$ cat config.mk
export PLATFORM = sky130hd
export DESIGN_NAME = pattern_sequencer
export DESIGN_NICKNAME = d
export VERILOG_FILES = /design/src/rtl/pattern_seq_pkg.sv /design/src/rtl/pattern_channel.sv /design/src/rtl/pattern_sequencer.sv
export SDC_FILE = /design/constraint.sdc
export NUM_CORES = 1
export LEC_CHECK = 0
export ABC_AREA = 0
export BUFFER_PORTS_ARGS = -buffer_cell sky130_fd_sc_hd__buf_2
export CAP_MARGIN = 5
export CORE_AREA = 5 5 172 174
export DETAILED_ROUTE_END_ITERATION = 7
export DIE_AREA = 0 0 177 179
export PLACE_DENSITY = 0.74
export REMOVE_ABC_BUFFERS = 1
export SYNTH_ARGS = -nofsm -noshare
export SYNTH_HDL_FRONTEND = slang
export SYNTH_HIERARCHICAL = 1
export SYNTH_SLANG_ARGS = --single-unit
$ cat constraint.sdc
create_clock -name clk -period 2.9 [get_ports clk]
set_clock_uncertainty 0.15 [all_clocks]
set_input_delay 0.58 -clock clk [delete_from_list [all_inputs] [get_ports clk]]
set_output_delay 0.58 -clock clk [all_outputs]
set_load 0.1 [all_outputs]
$ cat src/rtl/pattern_seq_pkg.sv
// Shared types for the pattern sequencer: channel state encoding, play modes and
// a width helper.
package pattern_seq_pkg;

   typedef enum logic [1:0] {
      ST_IDLE  = 2'd0,
      ST_ARMED = 2'd1,
      ST_PLAY  = 2'd2
   } ch_state_e;

   localparam logic MODE_LOOP    = 1'b0;
   localparam logic MODE_ONESHOT = 1'b1;

   // Bit width needed to hold 0..n-1, never narrower than one bit.
   function automatic int unsigned clog2_min1(input int unsigned n);
      if (n > 1) return $clog2(n);
      return 1;
   endfunction

endpackage

$ cat src/rtl/pattern_channel.sv
// One sequencer channel: holds its pattern, steps through it on each shared tick,
// and reports busy / one-shot completion.
module pattern_channel
   import pattern_seq_pkg::*;
#(
   parameter int unsigned MAX_LEN = 128,
   parameter int unsigned IDX_W   = 7
) (
   input  logic               clk,
   input  logic               rst_n,
   input  logic               tick,
   input  logic               load,
   input  logic [MAX_LEN-1:0] load_pattern,
   input  logic [IDX_W-1:0]   load_last,
   input  logic               load_mode,
   input  logic               stop,
   output logic               led,
   output logic               busy,
   output logic               done
);

   ch_state_e            state_q, state_d;
   logic [MAX_LEN-1:0]   pattern_q, pattern_d;
   logic [IDX_W-1:0]     last_q, last_d;
   logic [IDX_W-1:0]     index_q, index_d;
   logic                 mode_q, mode_d;
   logic                 busy_q, busy_d;
   logic                 done_q, done_d;

   // Priority: load, then stop, then tick-driven stepping.
   always_comb begin
      state_d   = state_q;
      pattern_d = pattern_q;
      last_d    = last_q;
      index_d   = index_q;
      mode_d    = mode_q;
      done_d    = 1'b0;

      if (load) begin
         pattern_d = load_pattern;
         last_d    = load_last;
         mode_d    = load_mode;
         index_d   = '0;
         state_d   = ST_ARMED;
      end else if (stop) begin
         index_d = '0;
         state_d = ST_IDLE;
      end else if (tick) begin
         case (state_q)
            ST_ARMED: begin
               index_d = '0;
               state_d = ST_PLAY;
            end
            ST_PLAY: begin
               if (index_q < last_q) begin
                  index_d = index_q + IDX_W'(1);
               end else if (mode_q == MODE_ONESHOT) begin
                  index_d = '0;
                  state_d = ST_IDLE;
                  done_d  = 1'b1;
               end else begin
                  index_d = '0;
               end
            end
            default: ;
         endcase
      end

      busy_d = (state_d != ST_IDLE);
   end

   always_ff @(posedge clk or negedge rst_n) begin
      if (!rst_n) begin
         state_q   <= ST_IDLE;
         pattern_q <= '0;
         last_q    <= '0;
         index_q   <= '0;
         mode_q    <= MODE_LOOP;
         busy_q    <= 1'b0;
         done_q    <= 1'b0;
      end else begin
         state_q   <= state_d;
         pattern_q <= pattern_d;
         last_q    <= last_d;
         index_q   <= index_d;
         mode_q    <= mode_d;
         busy_q    <= busy_d;
         done_q    <= done_d;
      end
   end

   assign led  = (state_q == ST_PLAY) & pattern_q[index_q];
   assign busy = busy_q;
   assign done = done_q;

endmodule

$ cat src/rtl/pattern_sequencer.sv
// Multi-channel tick-paced bit-pattern player: shared prescaler, valid/ready load
// port with out-of-range detection, and one pattern_channel per output.
module pattern_sequencer
   import pattern_seq_pkg::*;
#(
   parameter int unsigned TICK_RATE = 5_000_000,
   parameter int unsigned CHANNELS  = 2,
   parameter int unsigned MAX_LEN   = 128,
   parameter int unsigned CH_W      = clog2_min1(CHANNELS)
) (
   input  logic                       clk,
   input  logic                       rst_n,
   input  logic                       load_valid,
   output logic                       load_ready,
   input  logic [CH_W-1:0]            load_chan,
   input  logic [MAX_LEN-1:0]         load_pattern,
   input  logic [$clog2(MAX_LEN)-1:0] load_last,
   input  logic                       load_oneshot,
   input  logic [CHANNELS-1:0]        stop,
   output logic [CHANNELS-1:0]        led,
   output logic [CHANNELS-1:0]        busy,
   output logic [CHANNELS-1:0]        done,
   output logic                       load_err
);

   localparam int unsigned IDX_W = $clog2(MAX_LEN);
   localparam int unsigned CNT_W = clog2_min1(TICK_RATE);

   logic [CNT_W-1:0]    cnt_q, cnt_d;
   logic                load_ready_q;
   logic                load_err_q, load_err_d;
   logic                tick_c;
   logic                accept_c;
   logic [CHANNELS-1:0] load_vec_c;

   // Free-running prescaler; tick marks the last count of each bit period.
   always_comb begin
      tick_c = (cnt_q == CNT_W'(TICK_RATE - 1));
      cnt_d  = tick_c ? '0 : cnt_q + CNT_W'(1);
   end

   always_comb begin
      accept_c   = load_valid & load_ready_q;
      load_err_d = accept_c && (32'(load_chan) >= CHANNELS);
      load_vec_c = '0;
      for (int unsigned i = 0; i < CHANNELS; i++) begin
         load_vec_c[i] = accept_c && (32'(load_chan) == i);
      end
   end

   always_ff @(posedge clk or negedge rst_n) begin
      if (!rst_n) begin
         cnt_q        <= '0;
         load_ready_q <= 1'b0;
         load_err_q   <= 1'b0;
      end else begin
         cnt_q        <= cnt_d;
         load_ready_q <= 1'b1;
         load_err_q   <= load_err_d;
      end
   end

   assign load_ready = load_ready_q;
   assign load_err   = load_err_q;

   for (genvar g = 0; g < CHANNELS; g++) begin : g_ch
      pattern_channel #(
         .MAX_LEN (MAX_LEN),
         .IDX_W   (IDX_W)
      ) u_ch (
         .clk          (clk),
         .rst_n        (rst_n),
         .tick         (tick_c),
         .load         (load_vec_c[g]),
         .load_pattern (load_pattern),
         .load_last    (load_last),
         .load_mode    (load_oneshot),
         .stop         (stop[g]),
         .led          (led[g]),
         .busy         (busy[g]),
         .done         (done[g])
      );
   end

endmodule

==> flow_metrics.py, run 1 <==
metrics = {
    "grt": {
        "grt_start_max_net_pins": 71,
        "grt_pass1_wl_um": 59170,
        "track_usage_pct": 23.84,
        "antenna_found_initial": 0,
        "gr-total-overflow": 0,
        "grt_pass1_vias": 10540,
    },
    "place": {
        "port_buffers": 148,
        "gp_congestion": 0.8707,
        "placed_area_um2": 16850,
        "hpwl_um": 27390,
    },
    "finish": {
        "final_nets": 1480,
        "drive_above_1_share_pct": 47.76,
        "layout.cells.most_common": "dfrtp_1",
        "design_area_um2": 18370,
        "n_fill_cell": 2029,
        "area_delta_synth_final_pct": 21.74,
        "antenna_cells": 0,
        "final_cell_mix": "dfrtp_1 (316), mux2_2 (260), buf_2 (145)",
    },
    "drt": {
        "postRouteAntennaNets": 0,
        "drc": 0,
        "via_count": 10190,
        "wirelength_um": 38180,
        "drt_pass1_iterations": 5,
        "vias_per_cell": 5.931,
        "wl_per_cell_um": 22.22,
        "drtIter0Drc": 644,
    },
    "timing": {
        "finalSetupViolCount": 2,
        "rsz0062_at_grt": "yes",
        "slew_viol_final": 0,
        "clock.fmax_mhz": 260.5,
        "post-route-period-util_pct": 132.4,
        "setup_ws_ns": -0.9388,
        "hold_viol_final": 0,
        "period_minus_slack_ns": 3.839,
        "fin_setup_tns_ns": -1.850,
        "worst_slew_pin_slew_ns": 0.7631,
        "slew_headroom_pct": 48.74,
    },
    "cts": {
        "cts.sinks": 318,
        "insertion_delay_ns": 0.53,
        "cts_buffer_depth": 3,
        "cts_tree": "yes",
        "cts_root_buffer": "clkbuf_16",
        "cts_made_buffers": 35,
        "h-tree-depth": 2,
        "path_clk_slew_ns": 0.07,
    },
    "critical_path": {
        "crit_required_ns": 2.17,
        "path_cells": "buf_6, buf_12, buf_12, buf_4, mux4_2, nand2_1, a21oi_2, o211ai_1, a311oi_2, buf_12",
        "crit_top_cell": "buf_12",
        "max_stage_delay_ns": 0.55,
        "crit_fanout": 8,
        "worstSetupPathType": "flip-flop to output pin",
        "startpoint_type": "flip-flop",
        "reg2reg_slack_ns": 0.18,
        "worstSetupEndpointType": "output pin",
        "critPathSlowestCell": "a311oi_2",
        "cp_data_arrival_time_ns": 3.11,
    },
    "floorplanning": {
        "die_height_um": 179,
        "die_w_um": 177,
        "dieArea_um2": 31680,
        "boundaryPins": 150,
        "coreArea_um2": 27630,
        "rows": 61,
        "start_util_pct": 54.62,
    },
    "synth": {
        "ys_seq_area_share_pct": 52.73,
        "ys_seq_elements": 318,
        "synth_cell_types": 64,
        "synth_ff_type": "dfrtp_1",
        "async_flop_share_pct": 100.0,
        "synth-warning-count": 6,
        "syn-instance-count": 1092,
        "syn_avg_cell_area_um2": 13.82,
        "netlist_area_um2": 15090,
        "synth_edf_count": 0,
    },
    "status": {
        "violations": "setup timing",
        "status": "finished with violations",
    },
    "pwr": {
        "powerDensity_nw_per_um2": 633.0,
        "ir_worst_vdd_mv": 0.4454,
        "leakage_nw": 7.832,
    },
    "hold_path": {
        "hold_class": "input port to flip-flop",
    },
    "job": {
        "maxCapViolations": 0,
    },
}
[final timing paths]
path	cells past startpoint	startpoint	to
setup / recovery	10	g_ch[0].u_ch/index_q[0]$_DFFE_PN0P_	led[0]
hold reg to reg	1	cnt_q[0]$_DFF_PN0_	cnt_q[0]$_DFF_PN0_
setup reg to reg	10	g_ch[0].u_ch/index_q[1]$_DFFE_PN0P_	g_ch[0].u_ch/index_q[6]$_DFFE_PN0P_
min in group asynchronous	2	rst_n	g_ch[0].u_ch/pattern_q[116]$_DFFE_PN0P_
hold / removal	2	load_pattern[21]	g_ch[0].u_ch/pattern_q[21]$_DFFE_PN0P_
max in group asynchronous	3	rst_n	g_ch[0].u_ch/pattern_q[41]$_DFFE_PN0P_
[final cells by class]
class | instances | area [µm²] | area share, %
sequential | 318 | 7960 | 43.33
multi-input combinational | 683 | 6858 | 37.33
timing repair buffer | 255 | 1857 | 10.11
clock buffer | 49 | 1040 | 5.659
tap | 378 | 473.0 | 2.574
clock inverter | 11 | 95.09 | 0.5176
inverter | 24 | 90.09 | 0.4903
[worst max-delay path: cells and delay by family (launching register included)]
kind / cells / cell delay (ns)
compound gates: 3 / 0.95
buf+inv: 5 / 0.79
flops: 1 / 0.44
mux: 1 / 0.33
simple gates: 1 / 0.06
[cell usage after synthesis (4+ instances only)]
library cell | number | area (µm²)
mux4_1 | 16 | 420.4
a2111oi_1 | 4 | 40.04
a2111oi_0 | 4 | 35.03
xnor2_1 | 13 | 113.9
mux4_2 | 22 | 495.5
nor3_1 | 7 | 35.03
nand2_1 | 41 | 153.9
nand2b_1 | 14 | 87.58
dfrtp_1 | 318 | 7958
a221oi_1 | 12 | 105.1
nor4_1 | 4 | 25.02
ha_1 | 21 | 262.8
nor2_1 | 19 | 71.32
buf_2 | 6 | 30.03
buf_12 | 4 | 80.08
buf_1 | 6 | 22.52
o22ai_1 | 7 | 43.79
nand3_1 | 24 | 120.1
and3_1 | 5 | 31.28
xor2_1 | 4 | 35.03
mux2i_1 | 46 | 460.4
a311oi_1 | 4 | 35.03
o41ai_1 | 4 | 35.03
nor4b_1 | 8 | 70.07
mux2_2 | 260 | 2928
o221ai_1 | 8 | 70.07
buf_4 | 4 | 30.03
o31ai_1 | 6 | 45.04
o21ai_0 | 24 | 120.1
nor2b_1 | 17 | 106.4
clkbuf_1 | 43 | 161.4
o2bb2a_1 | 6 | 60.06
nand4_1 | 5 | 31.28
a211oi_1 | 10 | 75.07
buf_6 | 4 | 45.04
a21oi_1 | 14 | 70.07
inv_1 | 24 | 90.09
a21o_1 | 8 | 60.06
[through the flow]
stage	power (mW)	instances	utilization, %	setup WS [ns]	hold WS (ns)
final	11.63	1718	66.50	-0.9388	0.1460
after global routing	12.11	1718	66.50	-0.9912	0.1330
after CTS	11.66	1704	65.38	-0.8869	0.1377
after detailed placement	7.262	1642	60.99	-0.5393	0.3409
after global placement	7.177	1642	60.99	-0.6606	0.3315
after floorplan	6.592	1025	-	-5.413	0.1344
[flip-flops by register name (all words and copies together), names as in the netlist]
| signal | count |
|---|---|
| g_ch.u_ch/done | 2 |
| load_ready | 1 |
| g_ch.u_ch/state_q | 4 |
| g_ch.u_ch/last_q | 14 |
| g_ch.u_ch/index_q | 14 |
| g_ch.u_ch/busy | 2 |
| cnt_q | 23 |
| g_ch.u_ch/mode_q | 2 |
| g_ch.u_ch/pattern_q | 256 |
[per-layer routing]
layer | GRT usage (%) | up-vias | wire length (µm)
li1 | - | 4525 | -
met1 | 33.03 | 5236 | 16010
met2 | 39.93 | 359 | 18900
met3 | 4.091 | 70 | 2383
met4 | 5.480 | 0 | 885
met5 | 0 | - | 0
[report_power, final]
part	switching, mW	internal [mW]	leakage [nW]
combinational	0.697	0.963	3.42
clock	1.78	2.59	0.570
sequential	0.432	5.16	3.84
total	2.91	8.72	7.83
[timing repair]
item | 4_1_cts | 5_1_grt
hold buffers | 1 | 0
cloned | 0 | 1
endpoints found under the setup margin | 2 | 7
hold endpoints to repair | 58 | 0
resized for setup | 11 | 30
pin swaps | 3 | 12
buffers inserted | 1 | 15
[kinds of logic after synthesis]
logic type / Yosys count / synth area share (%)
adders and majority gates: 21 / 1.741
buffers and inverters: 91 / 3.043
other: 2 / 0.04976
and+or+nand+nor: 169 / 6.359
xor gates and xnor gates: 17 / 0.9866
DFF: 318 / 52.73
AOI/OAI and AO/OA: 130 / 6.574
muxes: 344 / 28.52
Power figures use the tool's default switching activity.
==> inputs of run 2 (changes only) <==
--- a/config.mk
+++ b/config.mk
@@ -7,10 +7,11 @@
 export LEC_CHECK = 0
 export ABC_AREA = 0
 export BUFFER_PORTS_ARGS = -buffer_cell sky130_fd_sc_hd__buf_2
-export CAP_MARGIN = 5
+export CAP_MARGIN = 20
 export CORE_AREA = 5 5 172 174
 export DETAILED_ROUTE_END_ITERATION = 7
 export DIE_AREA = 0 0 177 179
+export MAX_ROUTING_LAYER = met4
 export PLACE_DENSITY = 0.74
 export REMOVE_ABC_BUFFERS = 1
 export SYNTH_ARGS = -nofsm -noshare
==> flow_metrics.py, run 2 (same netlist as run 1, synthesis figures left out) <==
metrics = {
    "job": {
        "maxCapViolations": 0,
    },
    "status": {
        "status": "finished with violations",
        "violations": "setup timing",
    },
    "floorplanning": {
        "die_w_um": 177,
        "boundaryPins": 150,
        "die_height_um": 179,
        "dieArea_um2": 31680,
        "rows": 61,
        "start_util_pct": 54.62,
        "coreArea_um2": 27630,
    },
    "critical_path": {
        "reg2reg_depth": 10,
        "worstSetupEndpointType": "output pin",
        "worst_r2r_endpoint": "g_ch[0].u_ch/index_q[6]$_DFFE_PN0P_",
        "rr_startpoint": "g_ch[0].u_ch/index_q[1]$_DFFE_PN0P_",
        "crit_fanout": 7,
        "reg2reg_slack_ns": 0.17,
        "startpoint_type": "flip-flop",
        "cp_data_arrival_time_ns": 3.11,
        "worstSetupPathType": "flip-flop to output pin",
        "crit_required_ns": 2.17,
    },
    "finish": {
        "largest_register": "g_ch.u_ch/pattern_q",
        "reg.largest.list": "g_ch.u_ch/pattern_q: 256 flops, cnt_q: 23 flops",
        "final_cell_mix": "dfrtp_1 (316), mux2_2 (260), buf_2 (145)",
        "design_area_um2": 18250,
        "n_fill_cell": 2052,
        "seq_area_um2": 7960,
        "area_delta_synth_final_pct": 20.91,
        "largest_register_ffs": 256,
        "final_nets": 1472,
        "multi_input_area_um2": 6830,
        "layout.cells.most_common": "dfrtp_1",
        "stdcell_count": 1710,
        "antenna_cells": 0,
        "drive_above_1_share_pct": 46.77,
    },
    "cts": {
        "h-tree-depth": 2,
        "path_clk_slew_ns": 0.07,
        "cts_made_buffers": 35,
        "cts_root_buffer": "clkbuf_16",
        "cts.sinks": 318,
        "insertion_delay_ns": 0.52,
        "cts_buffer_depth": 3,
        "cts_tree": "yes",
    },
    "grt": {
        "grt_pass1_wl_um": 59200,
        "track_usage_pct": 24.56,
        "grt_pass1_vias": 10510,
        "gr-total-overflow": 0,
        "grt_start_max_net_pins": 71,
        "antenna_found_initial": 0,
    },
    "place": {
        "hpwl_um": 27390,
        "gp_congestion": 0.8850,
        "dp_cells": 1642,
        "port_buffers": 148,
        "placed_area_um2": 16850,
    },
    "drt": {
        "wirelength_um": 37790,
        "drt_pass1_iterations": 5,
        "vias_per_cell": 5.898,
        "drc": 0,
        "wl_per_cell_um": 22.10,
        "via_count": 10090,
        "postRouteAntennaNets": 0,
        "drtIter0Drc": 602,
    },
    "hold_path": {
        "holdPathStages": 3,
        "hold_end": "g_ch[0].u_ch/last_q[2]$_DFFE_PN0P_",
        "hold_class": "input port to flip-flop",
        "min-delay-start": "load_last[2]",
    },
    "timing": {
        "finalSetupViolCount": 2,
        "slew_viol_final": 0,
        "whs_ns": 0.1521,
        "slew_headroom_pct": 50.60,
        "rsz0062_at_grt": "yes",
        "setup_ws_ns": -0.9361,
        "hold_viol_final": 0,
        "worst_slew_pin_slew_ns": 0.7354,
        "clock.fmax_mhz": 260.7,
        "period_minus_slack_ns": 3.836,
        "post-route-period-util_pct": 132.3,
    },
    "pwr": {
        "powerDensity_nw_per_um2": 636.4,
        "leakage_nw": 7.774,
        "finalPower_mw": 11.61,
        "ir_worst_vdd_mv": 0.4443,
    },
}
==> run 2: how the worst max path moves through the flow <==
stage | from | to | slack [ns] | cells after the start
floorplan | load_ready$_DFF_PN0_ | g_ch[0].u_ch/index_q[3]$_DFFE_PN0P_ | -5.41 | 5
global placement | g_ch[0].u_ch/index_q[1]$_DFFE_PN0P_ | led[0] | -0.66 | 10
detailed placement | g_ch[0].u_ch/index_q[1]$_DFFE_PN0P_ | led[0] | -0.54 | 10
CTS | g_ch[0].u_ch/index_q[0]$_DFFE_PN0P_ | led[0] | -0.89 | 9
global route | g_ch[0].u_ch/index_q[0]$_DFFE_PN0P_ | led[0] | -0.99 | 9
finish | g_ch[0].u_ch/index_q[1]$_DFFE_PN0P_ | led[0] | -0.94 | 10
==> run 2: worst max-delay path, stage by stage (launching register included) <==
cell and delay, ns:
dfrtp_1 0.43, buf_4 0.20, nand3b_1 0.21, buf_4 0.19, o22ai_1 0.30, a2111oi_0 0.12
o41ai_1 0.14, o211ai_1 0.21, a311oi_2 0.42, buf_4 0.19, buf_12 0.16
==> run 2: cell type report <==
type	instances	area share, %
multi-input cells	683	37.43
clock inverters	11	0.5211
inverters	24	0.4937
repair buffers	247	9.641
well taps	378	2.592
flip-flops and latches	318	43.62
clock buffers	49	5.698
==> run 2: routing by layer <==
metal  track usage, %  part of all wire [%]
met5                -                     0
met4            5.351                   2.0
met3            3.817                   4.8
met2            39.88                    50
met1            33.36                    43
==> run 2: where the power goes <==
| group | internal (mW) | switching [mW] |
|---|---|---|
| Combinational | 0.961 | 0.695 |
| Clock | 2.59 | 1.77 |
| Sequential | 5.16 | 0.431 |
| Total | 8.71 | 2.90 |
==> run 2: what timing repair did <==
item	4_1_cts	5_1_grt
pin swaps	3	4
gates resized for setup	11	19
setup endpoints to repair	2	7
buffers inserted	1	5
cloned	0	1
hold buffers	1	0
endpoints found under the hold margin	58	0
==> run 2: through the flow <==
stage          setup TNS (ns)  setup slack [ns]  util [%]
5_1_grt                -1.880           -0.9884     66.04
4_1_cts                -1.669           -0.8869     65.38
3_5_place_dp          -0.7837           -0.5393     60.99
3_3_place_gp          -0.8907           -0.6606     60.99
2_1_floorplan        -1058.77            -5.413         -
6_report               -1.735           -0.9361     66.04
